## src/rtl/urx_pkg.sv

```systemverilog
// Shared definitions for the host-link UART receiver (and the future transmitter).
package urx_pkg;

    typedef enum logic [2:0] {
        IDLE,
        START,
        DATA,
        PARITY,
        STOP,
        BREAK
    } urx_state_t;

    localparam int URX_DATA_BITS = 8;

    function automatic logic urx_parity(input logic [URX_DATA_BITS-1:0] b);
        return ^b;
    endfunction

endpackage

```

## src/rtl/urx_rcv_if.sv

```systemverilog
// Received-byte bus from the UART receiver to the command decoder.
// rx_vld is a one-cycle strobe with no ready: rx_data/rx_perr/rx_ferr are valid only in the
// rx_vld cycle, and the consumer must take the byte before the next strobe overwrites rx_data.
interface urx_rcv_if;
    logic [7:0] rx_data;
    logic       rx_vld;
    logic       rx_perr;
    logic       rx_ferr;
    logic       rx_busy;

    modport master (output rx_data, rx_vld, rx_perr, rx_ferr, rx_busy);
    modport slave  (input  rx_data, rx_vld, rx_perr, rx_ferr, rx_busy);
endinterface

```

## src/rtl/urx_sync.sv

```systemverilog
// Two-flop synchronizer for the asynchronous serial line; resets to the idle level (1).
module urx_sync (
    input  logic clk_sys,
    input  logic rst,
    input  logic i_d,
    output logic o_q
);
    logic r_meta;
    logic r_q;

    always_ff @(posedge clk_sys) begin
        if (rst) begin
            r_meta <= 1'b1;
            r_q    <= 1'b1;
        end else begin
            r_meta <= i_d;
            r_q    <= r_meta;
        end
    end

    assign o_q = r_q;
endmodule

```

## src/rtl/urx_rcv.sv

```systemverilog
// UART receiver: 1 start, 8 data MSB first, XOR parity, 1 stop; mid-bit sampling
// driven by a down-counter, one-cycle strobe per completed frame.
module urx_rcv
    import urx_pkg::*;
#(
    parameter int CLKS_PER_BIT = 8
) (
    input  logic       clk_sys,
    input  logic       rst,
    input  logic       uart_rx,
    urx_rcv_if.master  rx_if,
    output urx_state_t dbg_state
);
    localparam int             CW       = $clog2(CLKS_PER_BIT) + 1;
    localparam logic [CW-1:0]  CNT_FULL = CW'(CLKS_PER_BIT);
    localparam logic [CW-1:0]  CNT_HALF = CW'(CLKS_PER_BIT / 2);
    localparam logic [2:0]     LAST_BIT = 3'(URX_DATA_BITS - 1);

    logic                     w_rxs;
    logic                     w_expire;
    urx_state_t               r_state;
    logic [CW-1:0]            r_cnt;
    logic [2:0]               r_bit_cnt;
    logic [URX_DATA_BITS-1:0] r_shift;
    logic                     r_perr_pend;
    logic [7:0]               r_data;
    logic                     r_vld;
    logic                     r_perr;
    logic                     r_ferr;
    logic                     r_busy;

    urx_sync u_sync (
        .clk_sys (clk_sys),
        .rst     (rst),
        .i_d     (uart_rx),
        .o_q     (w_rxs)
    );

    // The counter is loaded with the interval to the next sample; value 1 marks the sample cycle.
    assign w_expire = (r_cnt == CW'(1));

    always_ff @(posedge clk_sys) begin
        if (rst) begin
            r_state     <= IDLE;
            r_cnt       <= '0;
            r_bit_cnt   <= '0;
            r_shift     <= '0;
            r_perr_pend <= 1'b0;
            r_data      <= '0;
            r_vld       <= 1'b0;
            r_perr      <= 1'b0;
            r_ferr      <= 1'b0;
            r_busy      <= 1'b0;
        end else begin
            r_vld  <= 1'b0;
            r_perr <= 1'b0;
            r_ferr <= 1'b0;
            r_busy <= 1'b1;
            if (r_cnt != '0) r_cnt <= r_cnt - CW'(1);
            case (r_state)
                IDLE: begin
                    if (!w_rxs) begin
                        r_cnt   <= CNT_HALF;
                        r_state <= START;
                    end else begin
                        r_busy <= 1'b0;
                    end
                end
                START: begin
                    if (w_expire) begin
                        if (w_rxs) begin
                            r_state <= IDLE;
                        end else begin
                            r_cnt     <= CNT_FULL;
                            r_bit_cnt <= '0;
                            r_state   <= DATA;
                        end
                    end
                end
                DATA: begin
                    if (w_expire) begin
                        r_shift <= {r_shift[URX_DATA_BITS-2:0], w_rxs};
                        r_cnt   <= CNT_FULL;
                        if (r_bit_cnt == LAST_BIT) r_state <= PARITY;
                        else r_bit_cnt <= r_bit_cnt + 3'd1;
                    end
                end
                PARITY: begin
                    if (w_expire) begin
                        r_perr_pend <= urx_parity(r_shift) ^ w_rxs;
                        r_cnt       <= CNT_FULL;
                        r_state     <= STOP;
                    end
                end
                STOP: begin
                    // Leave mid stop bit so a start bit right after it is not missed.
                    if (w_expire) begin
                        r_data  <= r_shift;
                        r_perr  <= r_perr_pend;
                        r_ferr  <= ~w_rxs;
                        r_vld   <= 1'b1;
                        r_state <= w_rxs ? IDLE : BREAK;
                    end
                end
                BREAK: begin
                    if (w_rxs) r_state <= IDLE;
                end
                default: r_state <= IDLE;
            endcase
        end
    end

    assign rx_if.rx_data = r_data;
    assign rx_if.rx_vld  = r_vld;
    assign rx_if.rx_perr = r_perr;
    assign rx_if.rx_ferr = r_ferr;
    assign rx_if.rx_busy = r_busy;
    assign dbg_state     = r_state;
endmodule
```

## src/flat_wrapper.sv

```systemverilog
// flat-port wrapper written by rule: the top's interface ports become plain ports
module urx_rcv_flat import urx_pkg::*;
#(
    parameter int CLKS_PER_BIT = 8
)
  (clk_sys, rst, uart_rx, dbg_state, rx_if_rx_data, rx_if_rx_vld, rx_if_rx_perr, rx_if_rx_ferr, rx_if_rx_busy);
  urx_rcv_if rx_if_i ();
  input  logic clk_sys;
  input  logic rst;
  input  logic uart_rx;
  output urx_state_t dbg_state;
  output wire logic [$bits(rx_if_i.rx_data)-1:0] rx_if_rx_data;
  output wire logic [$bits(rx_if_i.rx_vld)-1:0] rx_if_rx_vld;
  output wire logic [$bits(rx_if_i.rx_perr)-1:0] rx_if_rx_perr;
  output wire logic [$bits(rx_if_i.rx_ferr)-1:0] rx_if_rx_ferr;
  output wire logic [$bits(rx_if_i.rx_busy)-1:0] rx_if_rx_busy;
  assign rx_if_rx_data = rx_if_i.rx_data;
  assign rx_if_rx_vld = rx_if_i.rx_vld;
  assign rx_if_rx_perr = rx_if_i.rx_perr;
  assign rx_if_rx_ferr = rx_if_i.rx_ferr;
  assign rx_if_rx_busy = rx_if_i.rx_busy;
  urx_rcv #(.CLKS_PER_BIT(CLKS_PER_BIT)) u_core (.clk_sys(clk_sys), .rst(rst), .uart_rx(uart_rx), .rx_if(rx_if_i), .dbg_state(dbg_state));
endmodule
```

## config.mk

```make
export PLATFORM = sky130hd
export DESIGN_NAME = urx_rcv_flat
export DESIGN_NICKNAME = d
export VERILOG_FILES = /design/src/rtl/urx_pkg.sv /design/src/rtl/urx_rcv_if.sv /design/src/rtl/urx_sync.sv /design/src/rtl/urx_rcv.sv /design/src/flat_wrapper.sv
export SDC_FILE = /design/constraint.sdc
export NUM_CORES = 1
export LEC_CHECK = 0
export ABC_CLOCK_PERIOD_IN_PS = 1700
export CAP_MARGIN = 15
export CORE_UTILIZATION = 49
export DETAILED_ROUTE_END_ITERATION = 10
export PLACE_DENSITY = 0.74
export RECOVER_POWER = 100
export REMOVE_ABC_BUFFERS = 1
export SYNTH_ARGS = -nofsm -noshare
export SYNTH_HDL_FRONTEND = slang
export SYNTH_SLANG_ARGS = --single-unit
```

## constraint.sdc

```tcl
create_clock -name clk_sys -period 1.7 [get_ports clk_sys]
set_input_delay 0.425 -clock clk_sys [delete_from_list [all_inputs] [get_ports clk_sys]]
set_output_delay 0.425 -clock clk_sys [all_outputs]
set_load 0.01 [all_outputs]
```

# Word level (Yosys, flattened, before mapping)
# Cells that the tools add are included.
# Widths: inputs -> output; s select.
[word_totals]
inputBits = 3
ff_bits = 33
elab_cells = 70
out_inout_bits = 15
[classes]
n_eq_ne = 16
n_addsub = 2
reduce_logical = 12
muxes = 24
bitwise = 4
[op_table]
columns = ["op", "n"]
rows = [
  ["$mux 3", 12],
  ["$mux 4", 5],
  ["$pmux 3 s6", 1],
  ["$pmux 4 s3", 1],
  ["$ne 2x1->1 const B", 5],
  ["$eq 3x3->1 const B", 3],
  ["$ne 2x2->1 const B", 4],
  ["$reduce_xor 8->1", 1],
  ["$reduce_and 7->1", 1],
  ["$eq 3x2->1 const B", 2],
  ["$pmux 3 s2", 1],
  ["$reduce_and 2->1", 3],
  ["$reduce_and 5->1", 1],
  ["$eq 4x1->1 const B", 1],
  ["$reduce_bool 4->1", 1],
  ["$reduce_or 2->1", 2],
  ["$sub 4x1->4 const B", 1],
  ["$add 3x1->3 const B", 1],
  ["$eq 3x1->1 const B", 1],
  ["$logic_not 3->1", 1],
  ["$mux 1", 3],
  ["$not 1->1", 3],
  ["$reduce_or 3->1", 1],
  ["$mux 2", 1],
  ["other kinds (2)", 2],
]

# Depth between registers and ports, before layout
# Gate-level depths: netlist of run 1.
[depth]
depth_word = 5
ltp_mapped = 7
ltp_nobuf = 6

# Hierarchy
# Synthesis of run 1 repeated with hierarchy kept, for this count alone.
[unflattened]
hier_cells = 150
area_unflattened_um2 = 1462.7
[by_module_without_submodules]
columns = ["module", "seq_area_each_um2", "cells_per_inst", "instances", "area_each_um2"]
rows = [
  ["urx_rcv", 620.6, 146, 1, 1410.1],
  ["urx_sync", 40.0, 4, 1, 52.6],
]

# Least setup slack after synthesis of run 1
# OpenSTA, ideal clock, no wires.
[synth_timing]
path_kind = "register to register"
from = "register u_core.r_cnt[0]"
to = "register u_core.r_bit_cnt[0]"
setup_ns = 0.070
path_slack_ns = 0.062
t_required_ns = 1.630
arrival_ns = 1.568
path_stages_with_launch = 6
n_path_buf = 0
synth_period_minus_slack_ns = 1.638
path_cell_list = "dfxtp_1 ha_1 nor4b_4 o211ai_1 or3b_2 a21oi_1"
[synth_between]
elab_chain_cells = 3
elab_cells_between_ends = 4
classes_between = "3 x eq/ne; 1 x reduce/logical"
[synth_lines]
columns = ["item", "line_no", "rtl"]
rows = [
  ["start: declaration", "urx_rcv.sv:22", "logic [CW-1:0] r_cnt;"],
  ["start signal: assignment", "urx_rcv.sv:59", "if (r_cnt != '0) r_cnt <= r_cnt - CW'(1);"],
  ["$eq 4x1->1 *", "urx_rcv.sv:40", "assign w_expire = (r_cnt == CW'(1));"],
  ["$ne 2x1->1 (no line)", "-", ""],
  ["$reduce_and 5->1 (no line) *", "-", ""],
  ["end signal: assignment", "urx_rcv.sv:85", "else r_bit_cnt <= r_bit_cnt + 3'd1;"],
  ["end: declaration", "urx_rcv.sv:23", "logic [2:0] r_bit_cnt;"],
]
# Mark *: on every way between the ends. The rest lies on a longest branch, timed or not.
# A chain may end at the register's enable or synchronous reset.

# Worst setup path after layout of run 1
[layout_timing]
from = "register u_core.r_shift[0]"
to = "register u_core.r_perr_pend"
[layout_between]
elab_chain_cells = 2
[layout_lines]
columns = ["item", "line_no", "rtl"]
rows = [
  ["start: declaration", "urx_rcv.sv:24", "logic [URX_DATA_BITS-1:0] r_shift;"],
  ["start signal: assignment", "urx_rcv.sv:82", "r_shift <= {r_shift[URX_DATA_BITS-2:0], w_rxs};"],
  ["$reduce_xor 8->1", "urx_pkg.sv:16", "return ^b;"],
  ["$xor 1x1->1", "urx_rcv.sv:90", "r_perr_pend <= urx_parity(r_shift) ^ w_rxs;"],
  ["end signal: assignment", "urx_rcv.sv:90", ""],
  ["end: declaration", "urx_rcv.sv:25", "logic r_perr_pend;"],
]
# No other way between the ends.

==> summary.md, run 1 <==
| Metric | Value |
|---|---|
| Outcome | `finished, violations left` |
| Failing checks | `design-rule violations` |
| Final hold violations | `0` |
| Synth warn | `0` |
| First-pass GRT wire length | `5270 um` |
| I/O Buffers | `17` |
| Yosys reg bits | `33` |
| Wire per inst | `14.5 um` |
| Core ar. | `2850 um^2` |
| Starting Density | `53.8%` |
| Ranking of synthesized cells by area | `dfxtp_1 (43%), mux2i_1 (11%), nor2_1 (5.9%)` |
| WHS Endpoint | `u_core.u_sync.o_q` |
| CP Max Fanout | `3` |
| Area leader, netlist | `dfxtp_1` |
| H-tree Lvls | `2` |
| Ant. Diodes | `0` |
| Crit end category | `flop` |
| Clock Skew | `0.00794 ns` |
| Pin slew with the least headroom to its limit | `0.415 ns` |
| Highest clock rate | `596 MHz` |
| Clock sinks | `33` |
| Largest net degree at the start of global routing | `16` |
| Pwr per Cell Area | `943 nW/um^2` |
| Period utilization | `98.6%` |
| Worst path arrival time | `1.92 ns` |
| Root buffer cell | `clkbuf_4` |
| DP Wirelength | `2060 um` |
| Max clock buf depth | `2` |
| Global routing usage on met1 | `24.9%` |
| RSZ-0062 raised after global routing | `true` |
| DR iter-0 viols | `55` |
| Main synth FF type | `dfxtp_1` |
| Max-cap viol count | `0` |
| Hold Crit Depth | `1` |
| Initial DRT Pass Iterations | `7` |
| Clock latency on the worst-skew pair | `0.32 ns` |
| Met3 Use GR | `4.69%` |
| Multi-input logic area | `872 um^2` |
| Cts bufs inserted | `5` |
| Initial antenna violation count | `0` |
| Fin crit period | `1.68 ns` |
| Layer with the highest usage | `met2` |
| Synth top area share | `43.1%` |
| Number of flops mapped to enable cells by yosys | `0` |
| Syn avg cell area | `9.65 um^2` |
| CTS tree | `done` |
| Die X | `58.0 um` |
| Total congestion overflow | `0` |
| Syn-to-layout area delta | `33.8%` |
| Non-filler cells, final | `231` |
| Vias in the first global route | `1230` |
| Final worst setup slack | `0.0230 ns` |
| Worst hold path startpoint | `u_core.u_sync.r_meta` |
| M2 GR Usage | `34.2%` |
| Fill cell count | `207` |
| Reg area | `682 um^2` |
| Crit start category | `flop` |
| Placed insts | `214` |
| Nets@finish | `207` |
| Total Die Area | `3360 um^2` |
| Max IR drop VDD | `0.000728 V` |
| Synth Instances | `159` |
| Final ANT Viol Nets | `0` |
| Total Routing Usage GR | `20.3%` |
| Worst min-delay path class | `reg2reg` |
| Leakage | `0.928 nW` |
| Async S/R FF share, synth | `0%` |
| Seq/Total Area, Yosys | `43.1%` |
| Final Setup Violations | `0` |
| DR vias | `1247` |
| Crit path kind | `reg2reg` |
| DRC | `1` |
| Cell Area, Synth | `1530 um^2` |
| RR Startpoint | `u_core.r_shift[0]` |
| R2R depth | `4` |
| Final Max Tran Viols | `0` |
| Crit path required time | `1.94 ns` |
| Gpl congestion | `0.809` |
| Reg-to-reg slack, setup | `0.02 ns` |
| Share of layout cells above drive strength 1 | `31.5%` |
| Dpl ws | `-0.0701 ns` |
| Unique masters post-synth | `37` |
| DIE HEIGHT | `58.0 um` |
| Row count | `19` |
| Final wirelength | `3350 um` |
| Worst r2r dst | `u_core.r_perr_pend` |
| Clk pin slew, worst setup/hold paths | `0.11 ns` |
| Ports | `18` |
| Routed vias/inst | `5.40` |
| Worst slew margin | `72.1%` |
==> layout make-up <==
class	instances	area share (%)
sequential	33	33.2
clock buffer	6	2.50
tap	31	1.89
inverter	3	0.549
multi-input combinational	114	42.5
timing repair buffer	42	17.5
clock inverter	2	1.83
==> sequential cells by signal (all words and copies together) (netlist names) <==
name,cells
u_core.r_shift,8
u_core.rx_if.rx_data,8
u_core.r_cnt,4
u_core.dbg_state,3
u_core.r_bit_cnt,3
u_core.r_perr_pend,1
u_core.rx_if.rx_busy,1
u_core.rx_if.rx_ferr,1
u_core.rx_if.rx_perr,1
u_core.rx_if.rx_vld,1
u_core.u_sync.o_q,1
u_core.u_sync.r_meta,1
==> power by group <==
group / switching, mW / leakage (nW) / internal, mW / total, mW
logic: 0.207 / 0.611 / 0.231 / 0.438
clock network: 0.273 / 0.0445 / 0.350 / 0.623
registers: 0.0598 / 0.273 / 0.814 / 0.874
==> timing repair <==
| item | CTS | global route |
|---|---|---|
| pin swaps | 4 | 8 |
| gates resized for setup | 18 | 18 |
| endpoints found under the hold margin | 0 | 0 |
| buffers inserted | 3 | 5 |
| setup endpoints to repair | 7 | 11 |
| hold buffers | 0 | 0 |
| cloned | 0 | 1 |
==> per-layer routing <==
| layer | wire length (um) | share of wire (%) |
|---|---|---|
| met1 | 1530 | 46 |
| met2 | 1630 | 49 |
| met3 | 135 | 4.0 |
| met4 | 61 | 1.8 |
| met5 | 0 | 0 |
==> critical path, cell delays in order (launching register included) <==
cell and delay [ns]:
dfxtp_4 0.39, xnor2_4 0.18, xnor3_1 0.41, or4_4 0.52, o311ai_2 0.09
==> stage by stage <==
step           hold WS, ns  utilization [%]  setup TNS [ns]  power (mW)  instance area [um^2]
2_1_floorplan        0.389                -         -0.0216        1.12                  1460
3_3_place_gp         0.402             62.8        -0.00732        1.23                  1790
3_5_place_dp         0.399             62.8          -0.127        1.25                  1790
4_1_cts              0.431             68.2        -0.00466        1.92                  1940
5_1_grt              0.453             71.9         -0.0112        2.05                  2050
6_report             0.427             71.9               0        1.93                  2050
==> worst max path at each step <==
stage / startpoint / end / slack (ns) / cells past startpoint
after floorplan: u_core.r_cnt[0] / u_core.rx_if.rx_data[0] / -0.003 / 5
after global placement: u_core.r_cnt[1] / u_core.r_perr_pend / -0.007 / 6
after detailed placement: u_core.r_cnt[1] / u_core.r_perr_pend / -0.07 / 6
after CTS: u_core.r_cnt[1] / u_core.r_perr_pend / -0.005 / 7
after global routing: u_core.r_cnt[1] / u_core.r_perr_pend / -0.007 / 7
final: u_core.r_shift[0] / u_core.r_perr_pend / 0.02 / 4
==> cells in the mapped netlist, types with 2 or more instances <==
library cell	count
buf_6	5
mux2i_1	17
nor3_1	6
nand2_1	8
nor2_1	24
o21ai_0	4
dfxtp_1	33
clkbuf_1	3
nand3_1	2
a21oi_1	7
nand3b_1	5
ha_1	5
inv_1	3
nor3b_1	3
nand2b_1	3
xnor2_1	6
or2_2	4
nor2b_1	2
==> cell usage in the layout (no fill, tap or decap), drive strengths merged, types with 4 or more instances in the layout <==
| master | n |
|---|---|
| a21oi | 7 |
| buf | 25 |
| clkbuf | 6 |
| clkdlybuf4s50 | 12 |
| dfxtp | 33 |
| ha | 5 |
| mux2i | 17 |
| nand2 | 8 |
| nand3b | 5 |
| nor2 | 24 |
| nor3 | 6 |
| o21ai | 4 |
| or2 | 4 |
| xnor2 | 7 |
==> kinds of logic (layout without fill, tap and decap cells) <==
family          after synthesis  after routing  synth area share [%]
mux                          17             17                  11.1
simple gates                 65             65                  22.8
compound gates               18             18                  7.02
xor+xnor                      9              9                  6.53
flops                        33             33                  43.1
fa+ha+maj                     5              5                  4.08
buf+inv                      12             53                  5.46
No activity file was read; power rests on OpenSTA's default activity.
==> run 2, diff against run 1 <==
--- a/config.mk
+++ b/config.mk
@@ -9,6 +9,7 @@
 export CAP_MARGIN = 15
 export CORE_UTILIZATION = 49
 export DETAILED_ROUTE_END_ITERATION = 10
+export MAX_ROUTING_LAYER = met4
 export PLACE_DENSITY = 0.74
 export RECOVER_POWER = 100
 export REMOVE_ABC_BUFFERS = 1
==> run 2 against run 1 <==
Net effect: the flow still finishes with violations (design-rule violations); hold slack worse by 0.00079 ns; global-route usage rose by 0.77 points; register-to-register slack about the same; die area stayed put; clock power about the same; setup slack lost 0.0034 ns; design area stayed put; flip-flop and latch count is the same; clock skew is essentially flat; non-clock buffer count is the same; critical path type unchanged.
==> summary.md, run 2 (same netlist as run 1, synthesis figures left out) <==
| Metric | Value |
|---|---|
| Outcome | `finished, violations left` |
| Failing checks | `design-rule violations` |
| First-pass GRT wire length | `5280 um (+0.13%)` |
| R2R depth | `4 (unchanged)` |
| Multi-input logic area | `872 um^2 (unchanged)` |
| H-tree Lvls | `2 (unchanged)` |
| Cts bufs inserted | `5 (unchanged)` |
| Crit end category | `flop` |
| Wire per inst | `14.4 um (-0.60%)` |
| Ports | `18 (unchanged)` |
| NetSw | `0.540 mW (about the same)` |
| Clk pin slew, worst setup/hold paths | `0.11 ns (about the same)` |
| Routed vias/inst | `5.38 (-0.32%)` |
| Syn-to-layout area delta | `33.8% (unchanged)` |
| Worst min-delay path class | `reg2reg` |
| Crit-path cells | `xnor2_4, xnor3_1, or4_4, o311ai_2` |
| Final hold violations | `0 (unchanged)` |
| Crit path kind | `reg2reg` |
| Switch share | `27.9% (about the same)` |
| Combinational share of power | `22.7% (about the same)` |
| Fin crit period | `1.68 ns (+0.00344 ns)` |
| Core ar. | `2850 um^2 (unchanged)` |
| Clock latency on the worst-skew pair | `0.33 ns (about the same)` |
| Starting Density | `53.8% (unchanged)` |
| Max-cap viol count | `0 (unchanged)` |
| Share of power burned in registers | `45.2% (about the same)` |
| Slowest stage cell, crit path | `or4_4` |
| Gpl congestion | `0.821 (+1.5%)` |
| Hold WS | `0.427 ns (-0.000787 ns)` |
| Final wirelength | `3330 um (-0.60%)` |
| Largest net degree at the start of global routing | `16 (unchanged)` |
| Final ANT Viol Nets | `0 (unchanged)` |
| Initial antenna violation count | `0 (unchanged)` |
| Ant. Diodes | `0 (unchanged)` |
| Crit start category | `flop` |
| Clock Power Share | `32.2% (about the same)` |
| Crit path required time | `1.94 ns (about the same)` |
| I/O Buffers | `17 (unchanged)` |
| Leakage | `0.928 nW (unchanged)` |
| Final Setup Violations | `0 (unchanged)` |
| CP Max Fanout | `3 (unchanged)` |
| Share of layout cells above drive strength 1 | `31.5% (unchanged)` |
| DR vias | `1243 (-0.32%)` |
| Root buffer cell | `clkbuf_4` |
| Nets@finish | `207 (unchanged)` |
| Initial DRT Pass Iterations | `7 (unchanged)` |
| Total Routing Usage GR | `21.1% (+0.77 points)` |
| Clock sinks | `33 (unchanged)` |
| Dpl ws | `-0.0701 ns (unchanged)` |
| Total Die Area | `3360 um^2 (unchanged)` |
| Period utilization | `98.9% (+0.20 points)` |
| Pwr Total | `1.93 mW (about the same)` |
| Worst path arrival time | `1.92 ns (about the same)` |
| DRC | `1 (unchanged)` |
| Worst slew margin | `72.7% (+0.55 points)` |
| Highest clock rate | `595 MHz (-0.20%)` |
| Max IR drop VDD | `0.000728 V (about the same)` |
| Fill cell count | `207 (unchanged)` |
| DP Wirelength | `2060 um (unchanged)` |
| Most frequent cells in the layout | `nor2_1 (24), dfxtp_1 (24), buf_4 (23)` |
| Max clock buf depth | `2 (unchanged)` |
| CP max stage delay | `0.52 ns (about the same)` |
| DR iter-0 viols | `51 (-7.3%)` |
| Reg area | `682 um^2 (unchanged)` |
| Int Power | `1.40 mW (about the same)` |
| Row count | `19 (unchanged)` |
| Pin slew with the least headroom to its limit | `0.406 ns (-0.00818 ns)` |
| Vias in the first global route | `1229 (-0.081%)` |
| Total congestion overflow | `0 (unchanged)` |
| DIE HEIGHT | `58.0 um (unchanged)` |
| Die X | `58.0 um (unchanged)` |
| Final Max Tran Viols | `0 (unchanged)` |
| CTS tree | `done` |
| Pwr per Cell Area | `943 nW/um^2 (about the same)` |
| Hold Crit Depth | `1 (unchanged)` |
| Final worst setup slack | `0.0195 ns (-0.00344 ns)` |
| RSZ-0062 raised after global routing | `true` |
| Reg-to-reg slack, setup | `0.02 ns (about the same)` |
| Clock Skew | `0.00774 ns (-0.000199 ns)` |
-- run 2: per-stage QoR --
| stage | utilization [%] | instance area (um^2) | TNS, ns | std cells |
|---|---|---|---|---|
| 6_report | 71.9 | 2050 | 0 | 231 |
| 2_1_floorplan | - | 1460 | -0.0216 | 150 |
| 5_1_grt | 71.9 | 2050 | -0.0112 | 231 |
| 3_3_place_gp | 62.8 | 1790 | -0.00732 | 214 |
| 4_1_cts | 68.2 | 1940 | -0.00466 | 225 |
| 3_5_place_dp | 62.8 | 1790 | -0.127 | 214 |
-- run 2: worst max-delay path, delay by kind of cell (launching register included) --
family / cells / cell delay [ns]
AO/OA/AOI/OAI: 1 / 0.09
XOR/XNOR: 2 / 0.59
flip-flops: 1 / 0.39
AND/OR/NAND/NOR: 1 / 0.52
-- run 2: what timing repair did --
action | CTS | global route
pin swaps | 4 | 8
hold endpoints to repair | 0 | 0
gates cloned | 0 | 1
hold buffers | 0 | 0
setup buffers | 3 | 5
endpoints found under the setup margin | 7 | 11
gates resized for setup | 18 | 18
-- run 2: routing by layer --
metal	vias to the layer above	part of all wire (%)	track usage, %
li1	623	-	-
met1	584	46	24.9
met2	28	48	34.2
met3	8	3.4	5.36
met4	0	2.3	8.50
met5	-	0	-
-- run 2: cell type report --
| cell class | instances | share of cell area [%] |
|---|---|---|
| flip-flops and latches | 33 | 33.2 |
| clock inverters | 2 | 1.83 |
| inverters | 3 | 0.549 |
| multi-input cells | 114 | 42.5 |
| repair buffers | 42 | 17.5 |
| clock buffers | 6 | 2.50 |
| well taps | 31 | 1.89 |
-- run 2: path summary, 6_finish.rpt --
kind,start,endpoint
hold reg to reg,u_core.u_sync.r_meta,u_core.u_sync.o_q
setup / recovery,u_core.r_shift[0],u_core.r_perr_pend
setup reg to reg,u_core.r_shift[0],u_core.r_perr_pend
hold / removal,u_core.u_sync.r_meta,u_core.u_sync.o_q
-- run 2: power groups by stage --
| stage | sequential [mW] | clock [mW] | combinational, mW |
|---|---|---|---|
| floorplan | 0.885 | 0 | 0.238 |
| global placement | 0.884 | 0 | 0.350 |
| detailed placement | 0.889 | 0 | 0.365 |
| CTS | 0.872 | 0.637 | 0.407 |
| global route | 0.884 | 0.677 | 0.489 |
| finish | 0.874 | 0.622 | 0.438 |
